`src/rtl/serial_word_collect.sv`:
```
// rtl/serial_word_collect.sv - collects an LSB-first serial frame into a parallel word with valid/ready output

module serial_word_collect #(
    parameter int WIDTH = 8
) (
    input  logic             t_clk,
    input  logic             r,
    input  logic             d_in,
    input  logic             d_valid,
    input  logic             frame_start,
    input  logic             out_ready,
    output logic [WIDTH-1:0] word_out,
    output logic             word_valid,
    output logic             neg,
    output logic             busy,
    output logic             overrun
);

    localparam int CW = $clog2(WIDTH + 1);

    typedef enum logic {
        IDLE    = 1'b0,
        COLLECT = 1'b1
    } state_t;

    state_t           state;
    state_t           state_next;
    logic [WIDTH-1:0] shreg;
    logic [CW-1:0]    cnt;

    logic             load_first;
    logic             shift_in;
    logic             complete;
    logic [WIDTH-1:0] new_word;

    // The completed word is the bits collected so far with the final bit on top.
    assign new_word = {d_in, shreg[WIDTH-2:0]};

    // Next-state decode: start, extend, resync or finish a frame.
    always_comb begin
        state_next = state;
        load_first = 1'b0;
        shift_in   = 1'b0;
        complete   = 1'b0;
        case (state)
            IDLE: begin
                if (d_valid) begin
                    load_first = 1'b1;
                    state_next = COLLECT;
                end
            end
            COLLECT: begin
                if (d_valid) begin
                    if (frame_start) begin
                        load_first = 1'b1;
                    end else if (cnt == CW'(WIDTH - 1)) begin
                        complete   = 1'b1;
                        state_next = IDLE;
                    end else begin
                        shift_in = 1'b1;
                    end
                end
            end
            default: state_next = IDLE;
        endcase
    end

    // State register; busy is registered from the next state so it tracks COLLECT exactly.
    always_ff @(posedge t_clk or posedge r) begin
        if (r) begin
            state <= IDLE;
            busy  <= 1'b0;
        end else begin
            state <= state_next;
            busy  <= (state_next == COLLECT);
        end
    end

    // Shift register and bit counter; bits above cnt are always zero so OR-in is safe.
    always_ff @(posedge t_clk or posedge r) begin
        if (r) begin
            shreg <= '0;
            cnt   <= '0;
        end else if (load_first) begin
            shreg <= {{(WIDTH-1){1'b0}}, d_in};
            cnt   <= CW'(1);
        end else if (shift_in) begin
            shreg <= shreg | ({{(WIDTH-1){1'b0}}, d_in} << cnt);
            cnt   <= cnt + CW'(1);
        end else if (complete) begin
            shreg <= '0;
            cnt   <= '0;
        end
    end

    // Output word, valid/ready handshake and sticky overrun for words that had nowhere to go.
    always_ff @(posedge t_clk or posedge r) begin
        if (r) begin
            word_out   <= '0;
            word_valid <= 1'b0;
            neg        <= 1'b0;
            overrun    <= 1'b0;
        end else if (complete) begin
            if (!word_valid || out_ready) begin
                word_out   <= new_word;
                neg        <= d_in;
                word_valid <= 1'b1;
            end else begin
                overrun <= 1'b1;
            end
        end else if (word_valid && out_ready) begin
            word_valid <= 1'b0;
        end
    end

endmodule

```
`config.mk`:
```
export PLATFORM = sky130hd
export DESIGN_NAME = serial_word_collect
export DESIGN_NICKNAME = d
export VERILOG_FILES = /design/src/rtl/serial_word_collect.sv
export SDC_FILE = /design/constraint.sdc
export NUM_CORES = 1
export LEC_CHECK = 0
export ABC_AREA = 1
export CORE_MARGIN = 2
export CORE_UTILIZATION = 50
export DETAILED_ROUTE_END_ITERATION = 8
export GPL_ROUTABILITY_DRIVEN = 0
export HOLD_SLACK_MARGIN = 0.08
export PLACE_DENSITY = 0.76
export SLEW_MARGIN = 20
export SYNTH_ARGS = -nofsm -noshare
export SYNTH_HDL_FRONTEND = slang
export SYNTH_SLANG_ARGS = --single-unit
```
`constraint.sdc`:
```
create_clock -name t_clk -period 1.51 [get_ports t_clk]
set_clock_uncertainty 0.05 [all_clocks]
set_input_delay 0.302 -clock t_clk [delete_from_list [all_inputs] [get_ports t_clk]]
set_output_delay 0.302 -clock t_clk [all_outputs]
set_load 0.005 [all_outputs]
```
After elaboration in Yosys (flattened, before gate mapping)
Index checks and enable logic that the tools add are counted.
{"block": "word_totals", "word_cells": 46, "reg_bits": 24, "latch_bits": 0, "output_inout_bits": 12, "mem_count": 0, "romBits": 0, "mem_bits_rw": 0}
{"block": "classes", "mux": 24, "shift": 1, "reduce_logical": 8, "add_sub_neg": 1, "n_eq_ne": 2, "div": 0, "order_cmp": 0, "n_mul": 0, "bitwise_logic": 3}
{"op": "two-way mux 8 bit", "count": 3}
{"op": "two-way mux 1 bit", "count": 16}
{"op": "two-way mux 4 bit", "count": 3}
{"op": "OR 8 bit", "count": 1}
{"op": "<< shifter 1 x 4 -> 8 bit", "count": 1}
{"op": "AND reduction 2 bit", "count": 3}
{"op": "adder 4 x 1 -> 4 bit, second input constant", "count": 1}
{"op": "== test 4 x 3 -> 1 bit, second input constant", "count": 1}
{"op": "case mux 1 bit (2 select lines)", "count": 2}
{"op": "nonzero test 3 bit", "count": 1}
{"op": "inequality test 2 x 1 -> 1 bit, second input constant", "count": 1}
{"op": "NOT 1 bit", "count": 2}
{"op": "nonzero test 2 bit", "count": 1}
{"op": "logical AND 1 bit", "count": 1}
{"op": "zero test 1 bit", "count": 1}
{"op": "logical OR 1 bit", "count": 1}

Logic depth before layout (Yosys ltp)
{"block": "logic_depth", "depth_word": 8, "mapped_depth": 6, "depth_no_buf": 6}

Worst setup path before layout
OpenSTA, ideal clock, no wires.
{"block": "synth_path", "path_type": "flip-flop to flip-flop", "startpoint": "register cnt[1]", "endpoint": "register word_out[0]", "setup_slack_ns": 0.236, "setup_time_ns": 0.118, "period_less_slack_ns": 1.274, "path_stages_with_launch": 7, "t_arrival_ns": 1.106, "cell_sequence": "dfrtp_1 ha_1 nand3_2 inv_1 nand3_2 nand2_1 nand2_1"}
{"block": "synth_between", "elab_chain_cells": 6}
{"item": "start: declaration", "line_no": "29", "text": "logic [CW-1:0] cnt;"}
{"item": "start signal: assignment", "line_no": "89", "text": "cnt <= cnt + CW'(1);"}
{"item": "== test 4 x 3 -> 1 bit", "line_no": "56", "text": "end else if (cnt == CW'(WIDTH - 1)) begin"}
{"item": "two-way mux 1 bit", "line_no": "56"}
{"item": "two-way mux 1 bit", "line_no": "54", "text": "if (frame_start) begin"}
{"item": "two-way mux 1 bit", "line_no": "53", "text": "if (d_valid) begin"}
{"item": "two-way mux 1 bit", "line_no": "45", "text": "case (state)"}
{"item": "AND reduction 2 bit (no source line)"}
{"item": "end signal: assignment", "line_no": "105", "text": "word_out <= new_word;"}
{"item": "end: declaration", "line_no": "12", "text": "output logic [WIDTH-1:0] word_out,"}
No other way between the ends.
A chain may end at the register's enable or synchronous reset.

==> out/metrics.yaml <==
timing:
  max_slew_violation_count: 0
  final_period_minus_worst_setup_slack_ps: 1430
  tightestPinTransition_ps: 271
  hold_fails_final_rpt: 0
  worst_hold_slack_ps: 278
  setup_viol: 0
  maxSlewHeadroom: 0.819
  max_freq_mhz: 701
  layout_worst_path_cycle_share: 0.945
  worst_slack_ps: 82.9
  grt_setup_unrepaired: "false"
floorplanning:
  die-width_um: 49.3
  initial_core_util: 0.528
  chipHeight_um: 49.3
  design.die.area_um2: 2430
  core_area_um2: 1940
  pin_count: 18
  number_of_cell_rows: 16
min_path:
  timing.hold.worst.class: "primary input to async pin"
setup_path:
  critical_path.endpoint_type: "output pin"
  maximum_fanout_along_the_worst_path: 2
  critical_path_class: "flop to output pin"
  worst_path_largest_cell_delay_ps: 390
  cell_chain_critical_path: "buf_4, dlygate4sd2_1"
  cells_on_worst_reg2reg_path: 6
  arrival_time_at_the_worst_endpoint_ps: 1080
  worst_ep_required_time_ps: 1160
  crit-reg2reg-launch: "cnt[0]"
  crit_path_buf_inv_count: 2
  worst-path-stages: 2
  largest_delay_contributor_family_on_the_critical_path: "flip-flops"
  cp-startpoint: "word_out[7]"
  worst_setup_path_start_kind: "flop"
  crit_path_top_delay_cell: "sky130_fd_sc_hd__dfrtp_1"
global_route:
  number_of_global_route_vias_before_repair: 879
  globalRouteTotalUtil: 0.210
  grt_max_degree: 23
  initial_antenna_violation_count: 0
  grt_pass1_wl_um: 3850
  grt-ovfl-total: 0
job:
  timing.max_cap.violations: 0
clocking:
  tritoncts: "yes"
  cts_hold_buf: 0
  worst_setup_hold_path_clk_slew_ps: 120
  clock_latency_ps: 300
  ctsHtreeMaxLevel: 1
  cts-buffers-inserted: 3
  library_cell_used_as_clock_root_buffer: "sky130_fd_sc_hd__clkbuf_4"
  number_of_sinks_on_the_clock_net: 22
  clockBufferDepth: 2
placement:
  placed_cells: 174
  placement.io_buffers: 17
  place_ws_ps: -43.3
  hpwl_reported_at_the_end_of_detailed_placement_um: 1670
logic_synthesis:
  syn_nets: 130
  syn-instance-count: 123
  ys_seq_elements: 22
  yosysWarningCount: 0
  synth_seq_area_share: 0.537
  postSynthAreaPerCell_um2: 8.34
  synth_cell_types: 19
  synth_area_um2: 1030
routing:
  remaining_drc_errors: 0
  vias: 888
  drt-wirelength-per-cell_um: 12.0
  drt_first_pass_iters: 4
  postRouteWirelength_um: 2170
  vias_per_cell: 4.91
  drt_iter0_markers: 42
  detail-route-antenna-nets: 0
finish:
  area_growth_syn_to_layout_pct: 31.2
  insertedDiodeCount: 0
  layout_commonest_cell: "sky130_fd_sc_hd__nand2_1"
  most-common-layout-cells: "sky130_fd_sc_hd__nand2_1, sky130_fd_sc_hd__dfrtp_1, sky130_fd_sc_hd__inv_1"
  post_layout_nonfiller_instances: 181
  core_occupancy_in_the_finished_layout: 0.693
  share_of_layout_cells_above_drive_strength_1: 0.169
  nets: 162
pwr:
  power_switching_share: 0.268
  total_power_density_per_cell_area_nw_per_um2: 1140
  cellLeakagePower_nw: 0.783
  power.share.sequential: 0.469
  peakVddDrop_mv: 0.732
  part_of_the_power_in_combinational_logic: 0.241
  clock_power_share: 0.289
  p_int_mw: 1.12
  power.switching_uw: 411
run_status:
  status: "complete, no violations"
## synth_stat cells, drive strengths merged
library cell	n	area share
a21oi	5	0.024
a31oi	1	0.0061
buf	1	0.0073
clkbuf	1	0.0037
dfrtp	22	0.54
ha	1	0.012
inv	19	0.070
nand2	39	0.15
nand3	14	0.078
nor2	12	0.059
o21ai	2	0.013
o21bai	5	0.037
xor2	1	0.0085
## cells by family after synthesis
family / count (synthesis) / synth area share
xor gates and xnor gates: 1 / 0.00854
buffers and inverters: 21 / 0.0805
adders and majority gates: 1 / 0.0122
DFF: 22 / 0.537
AOI/OAI and AO/OA: 13 / 0.0805
and+or+nand+nor: 65 / 0.282
## area by class of cell
cell class | count | area [µm²]
Fill cell | 160 | 596
Inverter | 19 | 71.3
Timing Repair Buffer | 29 | 245
Sequential cell | 22 | 551
Multi-Input combinational cell | 80 | 393
Tap cell | 27 | 33.8
Clock buffer | 3 | 22.5
Clock inverter | 1 | 30.0
## tightest hold or removal path, delay by kind of cell
family                 cells  cell delay (ps)
buffers and inverters      3              720
## power groups by stage
stage	combinational, mW	sequential [mW]	clock [mW]
2_1_floorplan	0.187	0.731	0
3_3_place_gp	0.353	0.730	0
3_5_place_dp	0.365	0.735	0
4_1_cts	0.371	0.717	0.457
5_1_grt	0.415	0.727	0.491
6_report	0.369	0.718	0.443
## repair_timing
action	4_1_cts	5_1_grt
buffers inserted	3	0
resized for setup	12	0
endpoints found under the setup margin	12	0
## worst paths after layout
kind                               end  slack (ps)
min in group t_clk         word_out[5]         440
max                                neg          80
min reg2reg                word_out[5]         440
min                        word_out[6]         280
max reg2reg                word_out[1]         140
max in group asynchronous       cnt[3]         920
## registers in the layout (all words and copies together) (netlist names)
| name | count |
|---|---|
| overrun | 1 |
| cnt | 4 |
| word_out | 8 |
| word_valid | 1 |
| shreg | 7 |
| state | 1 |
## metrics by stage
stage / cell area [µm²] / TNS, ps / power [mW]
5_1_grt: 1350 / 0 / 1.63
4_1_cts: 1350 / 0 / 1.55
3_5_place_dp: 1290 / -267 / 1.10
6_report: 1350 / 0 / 1.53
2_1_floorplan: 1030 / 0 / 0.918
3_3_place_gp: 1290 / -177 / 1.08
## routing by layer
metal	track usage	wire (µm)
met5	0	0
met1	0.257	967
met3	0.0460	97
met4	0.0810	7
met2	0.360	1100
(Power assumes the default switching activity.)
